<file path="src/rtl/nonce_dispatcher.sv">
// nonce_dispatcher: hands out nonces 0..NONCES-1 to a bank of hash cores,
// collects each core's final h0 word and serialises the results onto one
// memory write port at output_addr + nonce.
module nonce_dispatcher #(
    parameter int NUM_CORES = 4,
    parameter int NONCES    = 16
) (
    input  logic                      clk,
    input  logic                      reset_n,
    input  logic                      start,
    input  logic [15:0]               output_addr,
    output logic                      done,
    output logic                      busy,
    output logic                      err,
    output logic [NUM_CORES-1:0]      core_start,
    output logic [NUM_CORES*32-1:0]   core_nonce,
    input  logic [NUM_CORES-1:0]      core_done,
    input  logic [NUM_CORES*32-1:0]   core_hash,
    output logic                      mem_we,
    output logic [15:0]               mem_addr,
    output logic [31:0]               mem_write_data
);

    localparam int          RR_W     = (NUM_CORES > 1) ? $clog2(NUM_CORES) : 1;
    localparam logic [16:0] NONCES_L = 17'(NONCES);

    typedef enum logic [1:0] {IDLE = 2'd0, RUN = 2'd1, DONE = 2'd2} state_t;

    state_t                 state, state_nx;
    logic [15:0]            base;
    logic [16:0]            next_nonce;
    logic [16:0]            written;
    logic [RR_W-1:0]        rr;

    // Per-core status: {cbusy, pend} = 00 free, 10 computing, 01 pending.
    logic [NUM_CORES-1:0]   cbusy;
    logic [NUM_CORES-1:0]   pend;
    logic [31:0]            res [NUM_CORES];

    logic                   accept;
    logic                   spurious;
    logic [NUM_CORES-1:0]   cap;
    logic [NUM_CORES-1:0]   free_eff;
    logic [16:0]            base_nonce;
    logic [NUM_CORES-1:0]   disp;
    logic [16:0]            disp_nonce [NUM_CORES];
    logic [16:0]            disp_cnt;

    logic [NUM_CORES-1:0]   pend_eff;
    logic                   wr_hit;
    logic [NUM_CORES-1:0]   wr_sel;
    logic [RR_W-1:0]        wr_rr_nx;
    logic [RR_W-1:0]        idx;
    logic [15:0]            wr_addr;
    logic [31:0]            wr_data;

    assign accept   = (state == IDLE) && start;
    assign cap      = core_done & cbusy;
    assign spurious = |(core_done & ~cbusy);

    // State register.
    always_ff @(posedge clk or negedge reset_n) begin
        if (!reset_n) state <= IDLE;
        else          state <= state_nx;
    end

    // Next-state: a job runs until every result has been written.
    always_comb begin
        state_nx = state;
        case (state)
            IDLE:    if (start) state_nx = RUN;
            RUN:     if (written == NONCES_L) state_nx = DONE;
            DONE:    state_nx = IDLE;
            default: state_nx = IDLE;
        endcase
    end

    // Dispatch: free cores take consecutive nonces in ascending core order.
    // The accepting edge itself dispatches with every core free from nonce 0.
    always_comb begin
        free_eff   = '0;
        base_nonce = '0;
        disp       = '0;
        disp_cnt   = '0;
        for (int i = 0; i < NUM_CORES; i++) disp_nonce[i] = '0;
        if (accept) begin
            free_eff   = '1;
            base_nonce = '0;
        end else if (state == RUN) begin
            free_eff   = ~cbusy & ~pend;
            base_nonce = next_nonce;
        end
        for (int i = 0; i < NUM_CORES; i++) begin
            if (free_eff[i] && ((base_nonce + disp_cnt) < NONCES_L)) begin
                disp[i]       = 1'b1;
                disp_nonce[i] = base_nonce + disp_cnt;
                disp_cnt      = disp_cnt + 17'd1;
            end
        end
    end

    // Write arbitration: first pending core at or after rr, cyclically. A core
    // finishing this cycle competes directly so its result can go out next cycle.
    always_comb begin
        pend_eff = (state == RUN) ? (pend | cap) : '0;
        wr_hit   = 1'b0;
        wr_sel   = '0;
        wr_rr_nx = '0;
        wr_addr  = '0;
        wr_data  = '0;
        idx      = '0;
        for (int k = 0; k < NUM_CORES; k++) begin
            idx = RR_W'((int'(rr) + k) % NUM_CORES);
            if (!wr_hit && pend_eff[idx]) begin
                wr_hit      = 1'b1;
                wr_sel[idx] = 1'b1;
                wr_rr_nx    = RR_W'((int'(idx) + 1) % NUM_CORES);
                wr_addr     = base + core_nonce[{idx, 5'd0} +: 16];
                wr_data     = pend[idx] ? res[idx] : core_hash[{idx, 5'd0} +: 32];
            end
        end
    end

    // Job bookkeeping: base address, nonce/write counters, rr pointer, err flag.
    always_ff @(posedge clk or negedge reset_n) begin
        if (!reset_n) begin
            base       <= '0;
            next_nonce <= '0;
            written    <= '0;
            rr         <= '0;
            err        <= 1'b0;
        end else if (accept) begin
            base       <= output_addr;
            next_nonce <= disp_cnt;
            written    <= '0;
            rr         <= '0;
            err        <= 1'b0;
        end else begin
            err <= err | spurious | start;
            if (state == RUN) begin
                next_nonce <= next_nonce + disp_cnt;
                if (wr_hit) begin
                    written <= written + 17'd1;
                    rr      <= wr_rr_nx;
                end
            end
        end
    end

    // Per-core status, start pulses, issued nonces and captured results.
    always_ff @(posedge clk or negedge reset_n) begin
        if (!reset_n) begin
            cbusy      <= '0;
            pend       <= '0;
            core_start <= '0;
            core_nonce <= '0;
            for (int i = 0; i < NUM_CORES; i++) res[i] <= '0;
        end else begin
            core_start <= disp;
            for (int i = 0; i < NUM_CORES; i++) begin
                if (disp[i]) begin
                    cbusy[i]              <= 1'b1;
                    pend[i]               <= 1'b0;
                    core_nonce[i*32 +: 32] <= {15'd0, disp_nonce[i]};
                end else if (accept || wr_sel[i]) begin
                    cbusy[i] <= 1'b0;
                    pend[i]  <= 1'b0;
                end else if (cap[i]) begin
                    cbusy[i] <= 1'b0;
                    pend[i]  <= 1'b1;
                    res[i]   <= core_hash[i*32 +: 32];
                end
            end
        end
    end

    // Registered handshake and memory port outputs.
    always_ff @(posedge clk or negedge reset_n) begin
        if (!reset_n) begin
            done           <= 1'b0;
            busy           <= 1'b0;
            mem_we         <= 1'b0;
            mem_addr       <= '0;
            mem_write_data <= '0;
        end else begin
            done   <= (state == RUN) && (written == NONCES_L);
            busy   <= (state_nx != IDLE);
            mem_we <= wr_hit;
            if (wr_hit) begin
                mem_addr       <= wr_addr;
                mem_write_data <= wr_data;
            end
        end
    end

endmodule
</file>
<file path="config.mk">
export PLATFORM = sky130hd
export DESIGN_NAME = nonce_dispatcher
export DESIGN_NICKNAME = d
export VERILOG_FILES = /design/src/rtl/nonce_dispatcher.sv
export SDC_FILE = /design/constraint.sdc
export NUM_CORES = 1
export LEC_CHECK = 0
export ABC_CLOCK_PERIOD_IN_PS = 9000
export CAP_MARGIN = 40
export CORE_MARGIN = 3
export CORE_UTILIZATION = 35
export DETAILED_ROUTE_END_ITERATION = 8
export GPL_ROUTABILITY_DRIVEN = 0
export PLACE_DENSITY = 0.57
export SLEW_MARGIN = 30
export SYNTH_ARGS = -nofsm -noshare
export SYNTH_HDL_FRONTEND = slang
export SYNTH_SLANG_ARGS = --single-unit
</file>
<file path="constraint.sdc">
create_clock -name clk -period 9 [get_ports clk]
set_clock_uncertainty 0.2 [all_clocks]
set_input_delay 1.8 -clock clk [delete_from_list [all_inputs] [get_ports clk]]
set_output_delay 1.8 -clock clk [all_outputs]
set_load 0.01 [all_outputs]
</file>
# Yosys cells after proc, flatten, opt, wreduce, memory -nomap -nowiden
# Index checks and enable logic that the tools add are counted.
# Widths: inputs -> output; s select.
# word_totals
reg_bits,314
wordCells,242
# op_classes
n_addsub,18
order_cmp,16
n_eq_ne,2
shift,8
mux,113
n_bitwise,23
reduce_logical,34
# op_table
operator,count
$mux 32,16
$shiftx 128x8->16,4
$shiftx 128x8->32,4
$bmux 32 s2,4
$mux 17,14
$add 17x1->17 const B,4
$add 17x17->17,4
$lt 17x5->1 const B,4
$add 16x16->16,4
$mux 16,4
$mux 1,46
$mux 4,7
$mux 2,9
$eq 17x5->1 const B,1
$bmux 1 s2,8
$or 4x4->4,4
$logic_and 1x1->1,13
$and 4x4->4,3
$ge 3x3->1 const B,4
$lt 2x3->1 const B,4
$not 2->3,4
$reduce_and 3->1,4
$reduce_bool 3->1,4
$add 2x1->2 const B,4
14 further kinds,37

# Longest topological paths before layout
# depth
word_depth,21
ltp_mapped,48
depth_no_buf,42

# Worst setup path before layout
# No wires, ideal clock.
# synth_path
path_type,in2reg
startpoint,input start
endpoint,register next_nonce[13]
setup_time_ps,137
arrival_time_ps,10638
required_ps,8663
path_slack_ps,-1975
stages,47
n_path_buf,6
cell_sequence,nor2b_1 > nor2b_1 > buf_2 > or2_1 > ha_1 > ha_1 > nand2_1 > or2_0 > clkbuf_1 > o32a_1 > o32ai_1 > nand3_1 > o41ai_1 > nand2_1 > clkbuf_1 > inv_1 > ha_1 > ha_1 > [... 11 more ...] > a21oi_1 > or2_2 > clkbuf_1 > nor3_1 > a31o_2 > o211ai_1 > nor2_1 > buf_2 > mux2_1 > ha_1 > a21o_1 > a21oi_1 > nor2b_1 > o21ai_0 > nor2_1 > nand2_1 > nor3_1 > mux2i_1
# synth_via
elab_chain_len,20
word_cells_on_any_way,25
cone_classes,7 x add/sub; 4 x order compare; 8 x mux; 6 x reduce/logical
# synth_lines
item,line_no,text
from (decl),10,"input logic start,"
$logic_and 1x1->1 (*),57,assign accept = (state == IDLE) && start;
$mux 17,86,if (accept) begin
$lt 17x5->1,94,if (free_eff[i] && ((base_nonce + disp_cnt) < NONCES_L)) begin
$logic_and 1x1->1,94,
$mux 1,94,
$add 17x17->17,94,
$lt 17x5->1,94,
$logic_and 1x1->1,94,
[... 4 more ...],n/a,
$mux 17,94,
$add 17x17->17,94,
$lt 17x5->1,94,
$logic_and 1x1->1,94,
$mux 17,94,
$add 17x17->17,141,next_nonce <= next_nonce + disp_cnt;
$mux 17,140,if (state == RUN) begin
$mux 17,132,end else if (accept) begin
to (signal assigned),134,next_nonce <= disp_cnt;
to (signal assigned),141,
to (decl),31,logic [16:0] next_nonce;
# Mark *: on every way between the ends. The rest lies on a longest branch, timed or not. The select of a mux whose other input is x is not followed.
# A chain may end at the register's enable or synchronous reset.

# Final worst setup path
# layout_path
startpoint,input start
endpoint,register next_nonce[9]
# The elaborated chain is that of the path after synthesis.

==> impl_metrics.json <==
{
  "power_frac_comb_pct": 68.7,
  "antenna_found_initial": 12,
  "cts_tree": "yes",
  "drtAntennaViolNets": 0,
  "dp_slack_ns": -1.49,
  "tightestPinTransition_ns": 0.884,
  "netlist_area_sq_um": 26300,
  "rrSetupSlack_ns": 0.12,
  "p_per_area_nw_per_um2": 430,
  "synth_top_cell_area_share_pct": 29.9,
  "cts.sinks": 314,
  "synth_edf_count": 0,
  "fp.coreArea_sq_um": 73700,
  "port_buffers": 274,
  "yosysUniqueCellTypes": 89,
  "final_area_sq_um": 32600,
  "dr.first_iter.drc_count": 1921,
  "max-vdd-ir-drop_mv": 0.332,
  "critPathTopFamily": "simple AND/OR/NAND/NOR gates",
  "dr.pass1.iters": 6,
  "nets": 2846,
  "cts_max_path_buffers": 3,
  "async_reset_ff_share_pct": 100,
  "setup-violations-final": 14,
  "outcome": "finished with violations",
  "leakagePower_nw": 13.2,
  "postCtsHoldBufs": 0,
  "cts_root_buf": "clkbuf_16",
  "drv_slew": 0,
  "placedInstanceArea_sq_um": 30500,
  "max-cap-violations": 0,
  "rows": 99,
  "p_int_mw": 7.63,
  "cts.clk_slew.worst_paths_ns": 0.06,
  "post-route-min-period_ns": 9.38,
  "grt_overflow": 0,
  "clock.fmax_mhz": 107,
  "grt_pass1_vias": 22100,
  "finalHoldViolations": 0,
  "p_sw_mw": 6.38,
  "final_core_util_pct": 44.2,
  "hold_class": "flip-flop to flip-flop",
  "synth_largest_area_cell": "dfrtp_1",
  "route.final.wire_length_um": 89400,
  "reg2reg_to": "next_nonce[9]$_DFFE_PN0N_",
  "worstSetupPathType": "primary input to flip-flop",
  "finalPower_mw": 14.0,
  "yosysMostFrequentCell": "dfrtp_1",
  "cts_made_buffers": 43,
  "dp_cells": 3494,
  "timing.final.ws_setup_ns": -0.379,
  "synthToLayoutAreaGrowth_pct": 23.8,
  "nFillCells": 6756,
  "r2r_start": "next_nonce[14]$_DFFE_PN0N_",
  "hold_depth": 1,
  "wl_per_cell_um": 24.8,
  "synth.area.top_cells": "dfrtp_1 (30%), mux4_2 (25%), mux2i_1 (6.7%)",
  "cpPeakStageDelay_ns": 0.42,
  "final_cell_count_no_fill": 3609,
  "grt_max_degree": 158,
  "syn-instance-count": 2326,
  "die_y_um": 280,
  "grt_pass1_wl_um": 135000,
  "rsz0062_at_grt": "yes",
  "crit_buf_inv": 5,
  "min_from": "core_nonce[48]$_DFFE_PN0N_",
  "crit_path_end_kind": "flip-flop",
  "clkLatencyLatePin_ns": 0.58,
  "start_util_pct": 35.7,
  "synthTopCellsByCount": "dfrtp_1 (314), mux4_2 (293), nand2_1 (205)",
  "p_clk_share_pct": 12.0,
  "viasPerCell": 5.99,
  "whs_ns": 0.283,
  "syn_avg_cell_area_sq_um": 11.3,
  "regArea_sq_um": 7870,
  "slew_headroom_pct": 41.1,
  "cp.arrival_ns": 9.61,
  "synth_warnings": 0,
  "ys.flop_type": "dfrtp_1",
  "track_usage_pct": 22.3,
  "fin_crit_sh_pct": 104,
  "crit_top_cell": "ha_4",
  "cp_max_fo": 6,
  "start_kind": "primary input",
  "remaining_drc_errors": 0,
  "reg2reg_depth": 43,
  "violations": "negative setup slack",
  "ys_ff_latch": 314,
  "drive_gt1_share_pct": 23.9,
  "fin_tns_setup_ns": -3.45,
  "multi_input_area_sq_um": 17900,
  "dp_hpwl_um": 60400,
  "route.vias.total": 21600,
  "min_to": "core_nonce[48]$_DFFE_PN0N_",
  "ys_seq_area_share_pct": 29.9,
  "die_w_um": 280,
  "switching_share_pct": 45.5,
  "worstPathRequired_ns": 9.23,
  "num_io_pins": 335,
  "seqPwrFrac_pct": 19.3,
  "htreeDepth": 2,
  "die_area_sq_um": 78500,
  "crit_slowest_cell": "or3b_4"
}
==> cells by family after synthesis <==
kind of cell / count (synthesis) / synth area share [%]
muxes: 614 / 38.0
and+or+nand+nor: 557 / 10.1
AOI/OAI and AO/OA: 419 / 10.2
DFF: 314 / 29.9
buffers and inverters: 268 / 5.23
adders and majority gates: 87 / 4.34
xor gates and xnor gates: 66 / 2.22
other: 1 / 0.0142
==> area by class of cell <==
cell class / count / share of cell area (%)
antenna: 10 / 0.0768
tap: 959 / 3.68
sequential: 314 / 24.1
multi-input combinational: 1804 / 54.9
clock buffer: 66 / 3.97
clock inverter: 11 / 0.234
timing repair buffer: 410 / 12.6
inverter: 35 / 0.430
==> worst reg2reg max path, delay by kind of cell, from the launching register on <==
family	cells	cell delay, ns
and+or+nand+nor	14	2.97
adders and majority gates	7	1.52
buffers and inverters	4	0.39
AOI/OAI and AO/OA	15	2.44
DFF	1	0.38
muxes	2	0.70
xor gates and xnor gates	1	0.15
==> registers in the layout, summed over array words and instances (netlist names), 4 cells and up <==
register and flops:
res 128, core_nonce 68, mem_write_data 32, next_nonce 17, written 17, base 16, mem_addr 16, cbusy 4
core_start 4, pend 4
==> per-layer routing <==
layer  global-route usage [%]  vias to the layer above  part of all wire, %
met1                     28.0                    11000                   39
met3                     5.74                      190                  8.5
met5                        0                        -                0.071
met2                     37.5                      951                   49
met4                     7.57                        8                  3.2
li1                         -                     9435                    -
==> power groups by stage <==
| stage | clock network (mW) | registers [mW] | logic (mW) |
|---|---|---|---|
| after floorplan | 0 | 2.47 | 6.83 |
| after global placement | 0 | 2.69 | 9.06 |
| after detailed placement | 0 | 2.71 | 9.37 |
| after CTS | 1.73 | 2.69 | 9.47 |
| after global routing | 1.78 | 2.78 | 10.4 |
| final | 1.68 | 2.70 | 9.62 |
==> layout by cell type (no fill, tap or decap), drive strengths merged, types with 80 or more instances in the layout <==
master / netlist / final
dfrtp: 314 / 314
mux4: 293 / 293
clkdlybuf4s50: 0 / 272
nand2: 205 / 205
mux2i: 177 / 177
mux2: 144 / 144
buf: 151 / 136
nor2: 120 / 120
a21oi: 114 / 114
o21ai: 108 / 108
ha: 80 / 80
==> worst max path at each step <==
stage                     cells past startpoint                         end  start
after floorplan                              47  next_nonce[15]$_DFFE_PN0N_  start
after global placement                       42  next_nonce[11]$_DFFE_PN0N_  start
after detailed placement                     41  next_nonce[15]$_DFFE_PN0N_  start
after CTS                                    42  next_nonce[13]$_DFFE_PN0N_  start
after global routing                         44  next_nonce[15]$_DFFE_PN0N_  start
final                                        43   next_nonce[9]$_DFFE_PN0N_  start
==> what timing repair did <==
action	CTS	global route
endpoints found under the setup margin	16	16
gates resized for setup	37	38
buffers inserted	14	7
pin swaps	44	38
No activity file was read; power rests on OpenSTA's default activity.
